$ cat src/rtl/controle_frota_pkg.sv
// +--------------------------------------------------------------------------+
// | controle_frota_pkg: fleet controller states, direction codes, period fn  |
// | Rev 1.0                                                                  |
// +--------------------------------------------------------------------------+
`default_nettype none

package controle_frota_pkg;

  typedef enum logic [2:0] {
    ST_ESPERA  = 3'd0,
    ST_VARRE   = 3'd1,
    ST_DECIDE  = 3'd2,
    ST_ASSENTA = 3'd3,
    ST_PULSO   = 3'd4,
    ST_PARADO  = 3'd5
  } estado_t;

  localparam logic SENTIDO_DIR = 1'b1;
  localparam logic SENTIDO_ESQ = 1'b0;

  // Wait length shrinks per dead enemy, clamped at the floor without underflow.
  function automatic logic [31:0] calc_periodo(input logic [31:0] base,
                                               input logic [31:0] passo,
                                               input logic [31:0] piso,
                                               input logic [31:0] mortos);
    logic [63:0] reducao;
    reducao = 64'(mortos) * 64'(passo);
    if (reducao >= 64'(base)) return piso;
    else if ((base - reducao[31:0]) < piso) return piso;
    else return base - reducao[31:0];
  endfunction

endpackage

`default_nettype wire

$ cat src/rtl/controle_frota_divisor_movimento.sv
// +--------------------------------------------------------------------------+
// | controle_frota_divisor_movimento: programmable period counter -> fim    |
// | Rev 1.0                                                                  |
// +--------------------------------------------------------------------------+
`default_nettype none

module controle_frota_divisor_movimento (
  input  logic        clk,
  input  logic        rst,
  input  logic        clear,
  input  logic        enable,
  input  logic [31:0] periodo,
  output logic        fim
);

  logic [31:0] contador;

  assign fim = enable && (contador >= (periodo - 32'd1));

  always_ff @(posedge clk or posedge rst) begin
    if (rst) begin
      contador <= '0;
    end else if (clear || fim) begin
      contador <= '0;
    end else if (enable) begin
      contador <= contador + 32'd1;
    end
  end

endmodule

`default_nettype wire

$ cat src/rtl/controle_frota.sv
// +--------------------------------------------------------------------------+
// | controle_frota: enemy fleet move clock, direction, kill/invasion status |
// | Rev 1.0                                                                  |
// +--------------------------------------------------------------------------+
`default_nettype none

module controle_frota
  import controle_frota_pkg::*;
#(
  parameter int N_INIMIGOS      = 8,
  parameter int LARGURA         = 33,
  parameter int ALTURA          = 24,
  parameter int PASSO           = 2,
  parameter int X_MIN           = 0,
  parameter int X_MAX           = 640,
  parameter int Y_INVASAO       = 440,
  parameter int DIV_BASE        = 2_000_000,
  parameter int DIV_STEP        = 200_000,
  parameter int DIV_MIN         = 200_000,
  parameter int PULSO           = 4,
  parameter int SENTIDO_INICIAL = 1
) (
  input  logic                    CLOCK_50,
  input  logic                    reset,
  input  logic                    pausa,
  input  logic                    reiniciarJogo,
  input  logic [10*N_INIMIGOS-1:0] xs,
  input  logic [10*N_INIMIGOS-1:0] ys,
  input  logic [N_INIMIGOS-1:0]   vivos,
  output logic                    CLOCK_MV,
  output logic                    sentidoX,
  output logic [3:0]              n_vivos,
  output logic                    onda_vencida,
  output logic                    invasao
);

  localparam int         IDX_W         = (N_INIMIGOS > 1) ? $clog2(N_INIMIGOS) : 1;
  localparam logic       SENTIDO_RESET = 1'(SENTIDO_INICIAL);
  localparam logic [3:0] N_RESET       = 4'(N_INIMIGOS);

  estado_t          estado, prox;
  logic [IDX_W-1:0] idx;
  logic [10:0]      acc_xmin, acc_xmax;
  logic [3:0]       acc_cont;
  logic             acc_inv;
  logic [31:0]      cont_pulso;
  logic [31:0]      periodo;
  logic             fim_espera;
  logic [9:0]       xa [N_INIMIGOS];
  logic [9:0]       ya [N_INIMIGOS];
  logic [10:0]      x_esq, x_dir, y_base;

  for (genvar g = 0; g < N_INIMIGOS; g++) begin : g_desempacota
    assign xa[g] = xs[10*g +: 10];
    assign ya[g] = ys[10*g +: 10];
  end

  assign x_esq  = {1'b0, xa[idx]};
  assign x_dir  = {1'b0, xa[idx]} + 11'(LARGURA);
  assign y_base = {1'b0, ya[idx]} + 11'(ALTURA);

  assign periodo = calc_periodo(32'(DIV_BASE), 32'(DIV_STEP), 32'(DIV_MIN),
                                32'(N_INIMIGOS) - 32'(n_vivos));

  controle_frota_divisor_movimento u_divisor (
    .clk     (CLOCK_50),
    .rst     (reset),
    .clear   (reiniciarJogo || (estado != ST_ESPERA)),
    .enable  ((estado == ST_ESPERA) && !pausa && !reiniciarJogo),
    .periodo (periodo),
    .fim     (fim_espera)
  );

  always_ff @(posedge CLOCK_50 or posedge reset) begin
    if (reset) estado <= ST_ESPERA;
    else       estado <= prox;
  end

  always_comb begin
    prox = estado;
    case (estado)
      ST_ESPERA:  if (fim_espera) prox = ST_VARRE;
      ST_VARRE:   if (idx == IDX_W'(N_INIMIGOS - 1)) prox = ST_DECIDE;
      ST_DECIDE:  prox = ((acc_cont == 4'd0) || acc_inv) ? ST_PARADO : ST_ASSENTA;
      ST_ASSENTA: prox = ST_PULSO;
      ST_PULSO:   if (cont_pulso >= 32'(PULSO - 1)) prox = ST_ESPERA;
      ST_PARADO:  prox = ST_PARADO;
      default:    prox = ST_ESPERA;
    endcase
    if (reiniciarJogo) prox = ST_ESPERA;
  end

  always_ff @(posedge CLOCK_50 or posedge reset) begin
    if (reset) begin
      CLOCK_MV     <= 1'b0;
      sentidoX     <= SENTIDO_RESET;
      n_vivos      <= N_RESET;
      onda_vencida <= 1'b0;
      invasao      <= 1'b0;
      idx          <= '0;
      acc_xmin     <= '1;
      acc_xmax     <= '0;
      acc_cont     <= '0;
      acc_inv      <= 1'b0;
      cont_pulso   <= '0;
    end else if (reiniciarJogo) begin
      CLOCK_MV     <= 1'b0;
      sentidoX     <= SENTIDO_RESET;
      n_vivos      <= N_RESET;
      onda_vencida <= 1'b0;
      invasao      <= 1'b0;
      idx          <= '0;
      cont_pulso   <= '0;
    end else begin
      CLOCK_MV <= (prox == ST_PULSO);
      case (estado)
        ST_ESPERA: begin
          if (fim_espera) begin
            idx      <= '0;
            acc_xmin <= '1;
            acc_xmax <= '0;
            acc_cont <= '0;
            acc_inv  <= 1'b0;
          end
        end
        ST_VARRE: begin
          if (vivos[idx]) begin
            acc_cont <= acc_cont + 4'd1;
            if (x_esq < acc_xmin) acc_xmin <= x_esq;
            if (x_dir > acc_xmax) acc_xmax <= x_dir;
            if (y_base >= 11'(Y_INVASAO)) acc_inv <= 1'b1;
          end
          idx <= idx + IDX_W'(1);
        end
        ST_DECIDE: begin
          n_vivos <= acc_cont;
          if (acc_cont == 4'd0) onda_vencida <= 1'b1;
          if (acc_inv) invasao <= 1'b1;
          // Only the edge we are heading towards can trigger a turn.
          if ((acc_cont != 4'd0) && !acc_inv) begin
            if ((sentidoX == SENTIDO_DIR) && ((acc_xmax + 11'(PASSO)) > 11'(X_MAX)))
              sentidoX <= SENTIDO_ESQ;
            else if ((sentidoX == SENTIDO_ESQ) && (acc_xmin < 11'(X_MIN + PASSO)))
              sentidoX <= SENTIDO_DIR;
          end
        end
        ST_ASSENTA: cont_pulso <= '0;
        ST_PULSO:   cont_pulso <= cont_pulso + 32'd1;
        default: ;
      endcase
    end
  end

endmodule

`default_nettype wire
$ cat config.mk
export PLATFORM = sky130hd
export DESIGN_NAME = controle_frota
export DESIGN_NICKNAME = d
export VERILOG_FILES = /design/src/rtl/controle_frota_pkg.sv /design/src/rtl/controle_frota_divisor_movimento.sv /design/src/rtl/controle_frota.sv
export SDC_FILE = /design/constraint.sdc
export NUM_CORES = 1
export LEC_CHECK = 0
export ABC_AREA = 1
export BUFFER_PORTS_ARGS = -buffer_cell sky130_fd_sc_hd__buf_2
export CORE_MARGIN = 2
export CORE_UTILIZATION = 55
export CTS_BUF_LIST = sky130_fd_sc_hd__clkbuf_8
export CTS_CLUSTER_DIAMETER = 100
export DETAILED_ROUTE_END_ITERATION = 16
export HOLD_SLACK_MARGIN = 0.12
export PLACE_DENSITY = 0.77
export SYNTH_ARGS = -nofsm -noshare
export SYNTH_HDL_FRONTEND = slang
export SYNTH_HIERARCHICAL = 1
export SYNTH_SLANG_ARGS = --single-unit
$ cat constraint.sdc
create_clock -name CLOCK_50 -period 17.7 [get_ports CLOCK_50]
set_clock_uncertainty 0.2 [all_clocks]
set_input_delay 1.77 -clock CLOCK_50 [delete_from_list [all_inputs] [get_ports CLOCK_50]]
set_output_delay 1.77 -clock CLOCK_50 [all_outputs]
set_load 0.01 [all_outputs]
==> impl_metrics.csv, run 1 <==
group,metric,value,unit
finish,layout.cells.most_common_list,"nand2_1, nor2_1, inv_1",
clocking,post_cts_hold_buffer_count,0,
finish,post_synthesis_to_final_layout_area_growth,11.0,%
sta,final-hold-violation-count,0,
finish,layout.area.seq,2650,µm²
die,ios,180,
clocking,root_buffer,"clkbuf_8",
place,dpl.hpwl,25900,µm
clocking,tritoncts,"done",
logic_synthesis,synth-edff-count,0,
pwr,total_leakage_power,6.85,nW
clocking,cts_sinks,105,
finish,multiInputGateArea,8130,µm²
pwr,switchingPower,0.136,mW
die,placeableCoreArea,21200,µm²
pwr,ir_drop,0.0305,mV
routing,detail_route.first_pass.iterations,7,
logic_synthesis,yosysWarningCount,6,
sta,worst-slew-pin-transition,1.08,ns
finish,final_core_utilization,62.5,%
pwr,power.internal,0.326,mW
routing,routed_via_density,5.48,
job,timing.max_cap.violations,0,
finish,design.final.nets,2271,
clocking,clkLatencyLatePin,0.41,ns
die,rows,53,
sta,post-route-min-period,9.43,ns
logic_synthesis,synth_sequential_area_ratio,22.2,%
finish,final_common_cell,"nand2_1",
pwr,p_sw_share,29.5,%
global_route,grt.overflow.total,0,
global_route,grt_antenna_before_repair,1,
critical_path,arrival,9.52,ns
place,gp_routability_congestion,0.905,
global_route,grt_pass1_wl,53500,µm
logic_synthesis,synth.distinct_cells,57,
clocking,cts.clk_slew.worst_paths,0.10,ns
clocking,num_cts_buffers,9,
routing,routed_wl,31800,µm
sta,setup-violations-final,0,
routing,route.antenna.remaining_nets,0,
place,quantity_of_i_o_buffers_inserted_on_ports,179,
worst_hold_path,hold_path.class,"reg -> reg",
die,die-width,151,µm
critical_path,timing.critical_path.to_type,"flip-flop",
die,fp.dieH,151,µm
critical_path,timing.critical_path.slowest_stage_cell,"fa_1",
run_status,outcome,"complete, no violations",
critical_path,critical_path_required,17.78,ns
global_route,grt_max_degree,85,
routing,post-route-drc-count,0,
critical_path,crit_path_max_fanout,12,
routing,wl_per_cell,14.1,µm
pwr,combPwrFrac,15.1,%
logic_synthesis,syn_area,11900,µm²
routing,dr.first_iter.drc_count,674,
sta,tns,0,ns
clocking,postCtsResizedCells,0,
logic_synthesis,syn_avg_cell_area,6.55,µm²
sta,post-route-period-util,53.3,%
sta,unrepaired_setup_endpoints_after_global_routing,"false",
logic_synthesis,async_flop_share,100,%
clocking,postCtsSetupBuffers,0,
sta,final-max-slew-violation-count,0,
critical_path,critPathMaxStageDelay,0.59,ns
logic_synthesis,number_of_synthesized_register_bits,105,
critical_path,critical_path_launch_point_type,"flip-flop",
pwr,power_density,35.0,nW/µm²
sta,max_freq,106,MHz
logic_synthesis,ys.flop_type,"dfrtp_1",
die,fp.dieArea,22800,µm²
pwr,share_seq_of_total_power,52.9,%
pwr,clkPwrFrac,32.0,%
global_route,vias_in_the_first_global_route,11800,
logic_synthesis,synthCells,1817,
critical_path,path_class,"reg -> reg",
die,floorplan.initialDensity,56.3,%
critical_path,critical-path-top-cell-by-count,"nand2_1",
clocking,number_of_h_tree_levels,3,
finish,fillerInstances,1991,
routing,via_count,12400,
finish,fraction_of_layout_instances_using_a_drive_strength_above_1,15.6,%
sta,max-slew-margin-rel,27.8,%
global_route,grtUsageTotal,28.6,%
clocking,clock_tree.buffer_depth,2,
through the flow:
step | setup slack, ns | power, mW | hold WS [ns] | instances | instance area [µm²]
2_1_floorplan | 9.21 | 0.289 | 0.244 | 1832 | 12000
3_3_place_gp | 8.73 | 0.317 | 0.258 | 2247 | 13000
6_report | 8.27 | 0.463 | 0.296 | 2264 | 13200
4_1_cts | 8.33 | 0.465 | 0.299 | 2263 | 13200
3_5_place_dp | 8.34 | 0.319 | 0.286 | 2247 | 13000
5_1_grt | 7.35 | 0.486 | 0.306 | 2264 | 13200
logic make-up after synthesis:
kind of cell,Yosys count,synth area share (%)
xor gates and xnor gates,73,5.37
DFF,105,22.2
and+or+nand+nor,904,34.7
other,1,0.0315
AOI/OAI and AO/OA,315,14.9
muxes,2,0.168
buffers and inverters,301,9.95
adders and majority gates,116,12.6
final cells by class:
class / count / area share (%)
Antenna cell: 1 / 0.0189
Clock buffer: 9 / 0.938
Clock inverter: 7 / 0.483
Inverter: 256 / 7.27
Multi-Input combinational cell: 1426 / 61.5
Sequential cell: 105 / 20.0
Tap cell: 275 / 2.60
Timing Repair Buffer: 185 / 7.12
metal layers:
| layer | vias to the layer above | part of all wire [%] | track usage [%] |
|---|---|---|---|
| li1 | 6327 | - | - |
| met1 | 5650 | 43 | 34.5 |
| met2 | 368 | 50 | 52.7 |
| met3 | 55 | 4.8 | 3.22 |
| met4 | 0 | 2.7 | 9.91 |
| met5 | - | 0 | 0 |
power by group through the flow:
stage	Sequential, mW	Combinational (mW)	Clock, mW
floorplan	0.249	0.0401	0
global placement	0.249	0.0682	0
detailed placement	0.249	0.0694	0
CTS	0.245	0.0698	0.150
global route	0.245	0.0799	0.161
finish	0.245	0.0697	0.148
synth_stat cells, drive strengths merged (3+ instances only):
master	number	area, µm²
nand2	367	1470
nor2	297	1250
inv	256	961
o21ai	162	811
nand3	120	651
ha	109	1360
dfrtp	92	2300
a21oi	62	325
o22ai	48	300
nand4	46	322
xor2	44	385
nor3	43	235
xnor2	29	254
clkbuf	23	86.3
buf	22	136
nor4	17	106
dfstp	13	342
a22oi	9	67.6
fa	7	140
or2	7	48.8
o21a	6	45.0
nand3b	5	37.5
o32ai	5	43.8
o211ai	4	30.0
o31ai	4	30.0
a31oi	3	18.8
o21bai	3	22.5
sequential cells by signal, indices dropped and copies added, names as in the netlist:
name and flops:
n_vivos 4, acc_xmax 11, cont_pulso 32, estado 3, idx 3, invasao 1
acc_inv 1, sentidoX 1, u_divisor/contador 32, CLOCK_MV 1, acc_cont 4, acc_xmin 11
onda_vencida 1
worst max-delay path: cells and delay by family (launching register included):
family / cells / cell delay, ns
flip-flops: 1 / 0.48
adder cells (fa/ha/maj): 7 / 2.85
buffers and inverters: 8 / 0.91
AND/OR/NAND/NOR: 40 / 4.24
AO/OA/AOI/OAI: 3 / 0.62
worst paths after layout:
kind,start,endpoint,slack [ns],depth (start not counted)
min in group asynchronous,reset,cont_pulso[8]$_DFFE_PP0P_,1.12,2
setup reg to reg,n_vivos[0]$_DFFE_PP0P_,acc_xmax[0]$_DFFE_PP0P_,8.27,58
hold reg to reg,acc_xmin[0]$_DFFE_PP1P_,acc_xmin[0]$_DFFE_PP1P_,0.30,2
max in group asynchronous,reset,idx[0]$_DFFE_PP0P_,15.11,3
setup / recovery,n_vivos[0]$_DFFE_PP0P_,acc_xmax[0]$_DFFE_PP0P_,8.27,58
hold / removal,acc_xmin[0]$_DFFE_PP1P_,acc_xmin[0]$_DFFE_PP1P_,0.30,2
(Power assumes the default switching activity.)
==> run 2, diff against run 1 <==
--- a/config.mk
+++ b/config.mk
@@ -13,7 +13,7 @@
 export CTS_CLUSTER_DIAMETER = 100
 export DETAILED_ROUTE_END_ITERATION = 16
 export HOLD_SLACK_MARGIN = 0.12
-export PLACE_DENSITY = 0.77
+export PLACE_DENSITY = 0.81
 export SYNTH_ARGS = -nofsm -noshare
 export SYNTH_HDL_FRONTEND = slang
 export SYNTH_HIERARCHICAL = 1
==> constraint.sdc (replaced) <==
create_clock -name CLOCK_50 -period 8.03 [get_ports CLOCK_50]
set_clock_uncertainty 0.2 [all_clocks]
set_input_delay 0.803 -clock CLOCK_50 [delete_from_list [all_inputs] [get_ports CLOCK_50]]
set_output_delay 0.803 -clock CLOCK_50 [all_outputs]
set_load 0.01 [all_outputs]
==> run 2 against run 1 <==
Compared with the run above:
- the flow now finishes with violations (negative setup slack)
- largest cell class unchanged
- power up 130%
- critical endpoint is now acc_xmax[6]$_DFFE_PP0P_
- clock-buffer cell count grew 2
- clock power rose to 2.5 times the previous value
- final area is 11% higher
- highest routed layer unchanged
- final cell count increased by 4.4%
==> impl_metrics.csv, run 2 (synthesis results as in run 1) <==
group,metric,value,unit
clocking,clock_tree.buffer_depth,2,
routing,wl_per_cell,15.2,µm
critical_path,arrival,8.46,ns
routing,route.antenna.remaining_nets,0,
critical_path,crit_path_start,"n_vivos[0]$_DFFE_PP0P_",
pwr,power_density,73.4,nW/µm²
sta,setup-violations-final,25,
sta,final_critical_path_setup_slack,-0.302,ns
place,dpl.hpwl,27300,µm
critical_path,critical-path-top-cell-by-count,"nand2_1",
global_route,grt_max_degree,84,
sta,unrepaired_setup_endpoints_after_global_routing,"true",
critical_path,critical_path_required,8.16,ns
die,ios,180,
critical_path,crit_path_max_fanout,7,
global_route,grt_pass1_wl,58000,µm
routing,routed_via_density,5.63,
die,floorplan.initialDensity,56.3,%
place,dpl.cell_count,2311,
finish,antenna_cells,0,
die,fp.dieArea,22800,µm²
routing,via_count,13300,
run_status,failed_checks,"negative setup slack",
clocking,cts_sinks,105,
sta,post-route-min-period,8.33,ns
critical_path,critPathMaxStageDelay,0.56,ns
global_route,grtUsageMet2,59.2,%
finish,fillerInstances,1775,
clocking,root_buffer,"clkbuf_8",
clocking,cts.clk_slew.worst_paths,0.11,ns
sta,post-route-period-util,104,%
clocking,num_cts_buffers,9,
worst_hold_path,min-delay-start,"acc_xmin[0]$_DFFE_PP1P_",
finish,layout.cells.most_common_list,"nand2_1, nor2_1, inv_1",
finish,post_synthesis_to_final_layout_area_growth,23.3,%
routing,dr.first_iter.drc_count,862,
pwr,total_leakage_power,7.49,nW
sta,final-max-slew-violation-count,0,
sta,max-slew-margin-rel,33.1,%
routing,post-route-drc-count,0,
die,die-width,151,µm
clocking,clkLatencyLatePin,0.40,ns
clocking,post_cts_hold_buffer_count,0,
finish,final_common_cell,"nand2_1",
finish,design.final.nets,2372,
die,rows,53,
worst_hold_path,hold_path.class,"reg -> reg",
sta,worst-slew-pin-transition,1.00,ns
global_route,grt_antenna_before_repair,0,
global_route,vias_in_the_first_global_route,12800,
critical_path,timing.rr.start,"n_vivos[0]$_DFFE_PP0P_",
finish,finish.cell_count_without_fillers,2364,
sta,max_freq,120,MHz
global_route,grtUsageTotal,31.3,%
global_route,global_routing_met1_resource_utilization,35.8,%
die,placeableCoreArea,21200,µm²
routing,routed_wl,36000,µm
clocking,number_of_h_tree_levels,3,
run_status,outcome,"finished with violations",
critical_path,path_class,"reg -> reg",
critical_path,timing.critical_path.slowest_stage_cell,"fa_1",
critical_path,timing.critical_path.to_type,"flip-flop",
clocking,tritoncts,"done",
finish,final_core_utilization,69.4,%
sta,final-hold-violation-count,0,
place,quantity_of_i_o_buffers_inserted_on_ports,179,
global_route,grt.met3_usage,3.52,%
place,pre_cts_ws,-0.167,ns
pwr,ir_drop,0.0804,mV
finish,fraction_of_layout_instances_using_a_drive_strength_above_1,24.3,%
routing,detail_route.first_pass.iterations,6,
global_route,busiest_layer,"met2",
finish,layout_top_registers,"cont_pulso (32), u_divisor/contador (32)",
die,fp.dieH,151,µm
critical_path,critical_path_launch_point_type,"flip-flop",
global_route,grt.overflow.total,0,
place,gp_routability_congestion,0.931,
job,timing.max_cap.violations,0,
[run 2: path summary, 6_finish.rpt]
path	endpoint	slack, ns	cells after the start
max	acc_xmax[6]$_DFFE_PP0P_	-0.30	59
min	acc_xmin[0]$_DFFE_PP1P_	0.28	2
max reg2reg	acc_xmax[6]$_DFFE_PP0P_	-0.30	59
min reg2reg	acc_xmin[0]$_DFFE_PP1P_	0.28	2
max in group asynchronous	n_vivos[0]$_DFFE_PP0P_	6.49	3
min in group asynchronous	u_divisor/contador[22]$_DFFE_PP0P_	0.30	3
[run 2: repair_timing]
action,4_1_cts,5_1_grt
buffers inserted,15,22
resized for setup,53,83
pin swaps,39,48
gates cloned,2,0
endpoints found under the setup margin,24,64
[run 2: layout make-up]
| cell class | instances | area [µm²] | area share, % |
|---|---|---|---|
| clock buffer | 11 | 151 | 1.03 |
| clock inverter | 5 | 70.1 | 0.478 |
| inverter | 256 | 968 | 6.60 |
| multi-input combinational | 1427 | 8700 | 59.3 |
| sequential | 105 | 2650 | 18.0 |
| tap | 275 | 344 | 2.35 |
| timing repair buffer | 285 | 1800 | 12.2 |
[run 2: through the flow]
stage / TNS (ns) / hold WS [ns] / power [mW] / area [µm²]
2_1_floorplan: 0 / 0.244 / 0.637 / 12000
3_3_place_gp: 0 / 0.257 / 0.701 / 13600
3_5_place_dp: -3.15 / 0.257 / 0.706 / 13600
4_1_cts: 0 / 0.275 / 1.08 / 14200
5_1_grt: -24.39 / 0.303 / 1.12 / 14700
6_report: -5.63 / 0.278 / 1.08 / 14700
[run 2: layer usage]
metal	part of all wire (%)	up-vias	wire length, µm
met2	52	480	18900
met1	39	6210	14200
met5	0	-	0
li1	-	6532	-
met3	4.9	94	1780
met4	3.1	0	1140
[run 2: critical path, delay by kind of cell (launching register included)]
family | cells | cell delay, ns
buf+inv | 11 | 1.04
xor+xnor | 2 | 0.38
simple gates | 38 | 3.62
flops | 1 | 0.44
compound gates | 2 | 0.26
fa+ha+maj | 6 | 2.31
[run 2: power by group]
| group | total, mW | internal (mW) | switching (mW) |
|---|---|---|---|
| sequential | 0.540 | 0.535 | 0.00538 |
| combinational | 0.163 | 0.0688 | 0.0942 |
| clock | 0.374 | 0.168 | 0.206 |
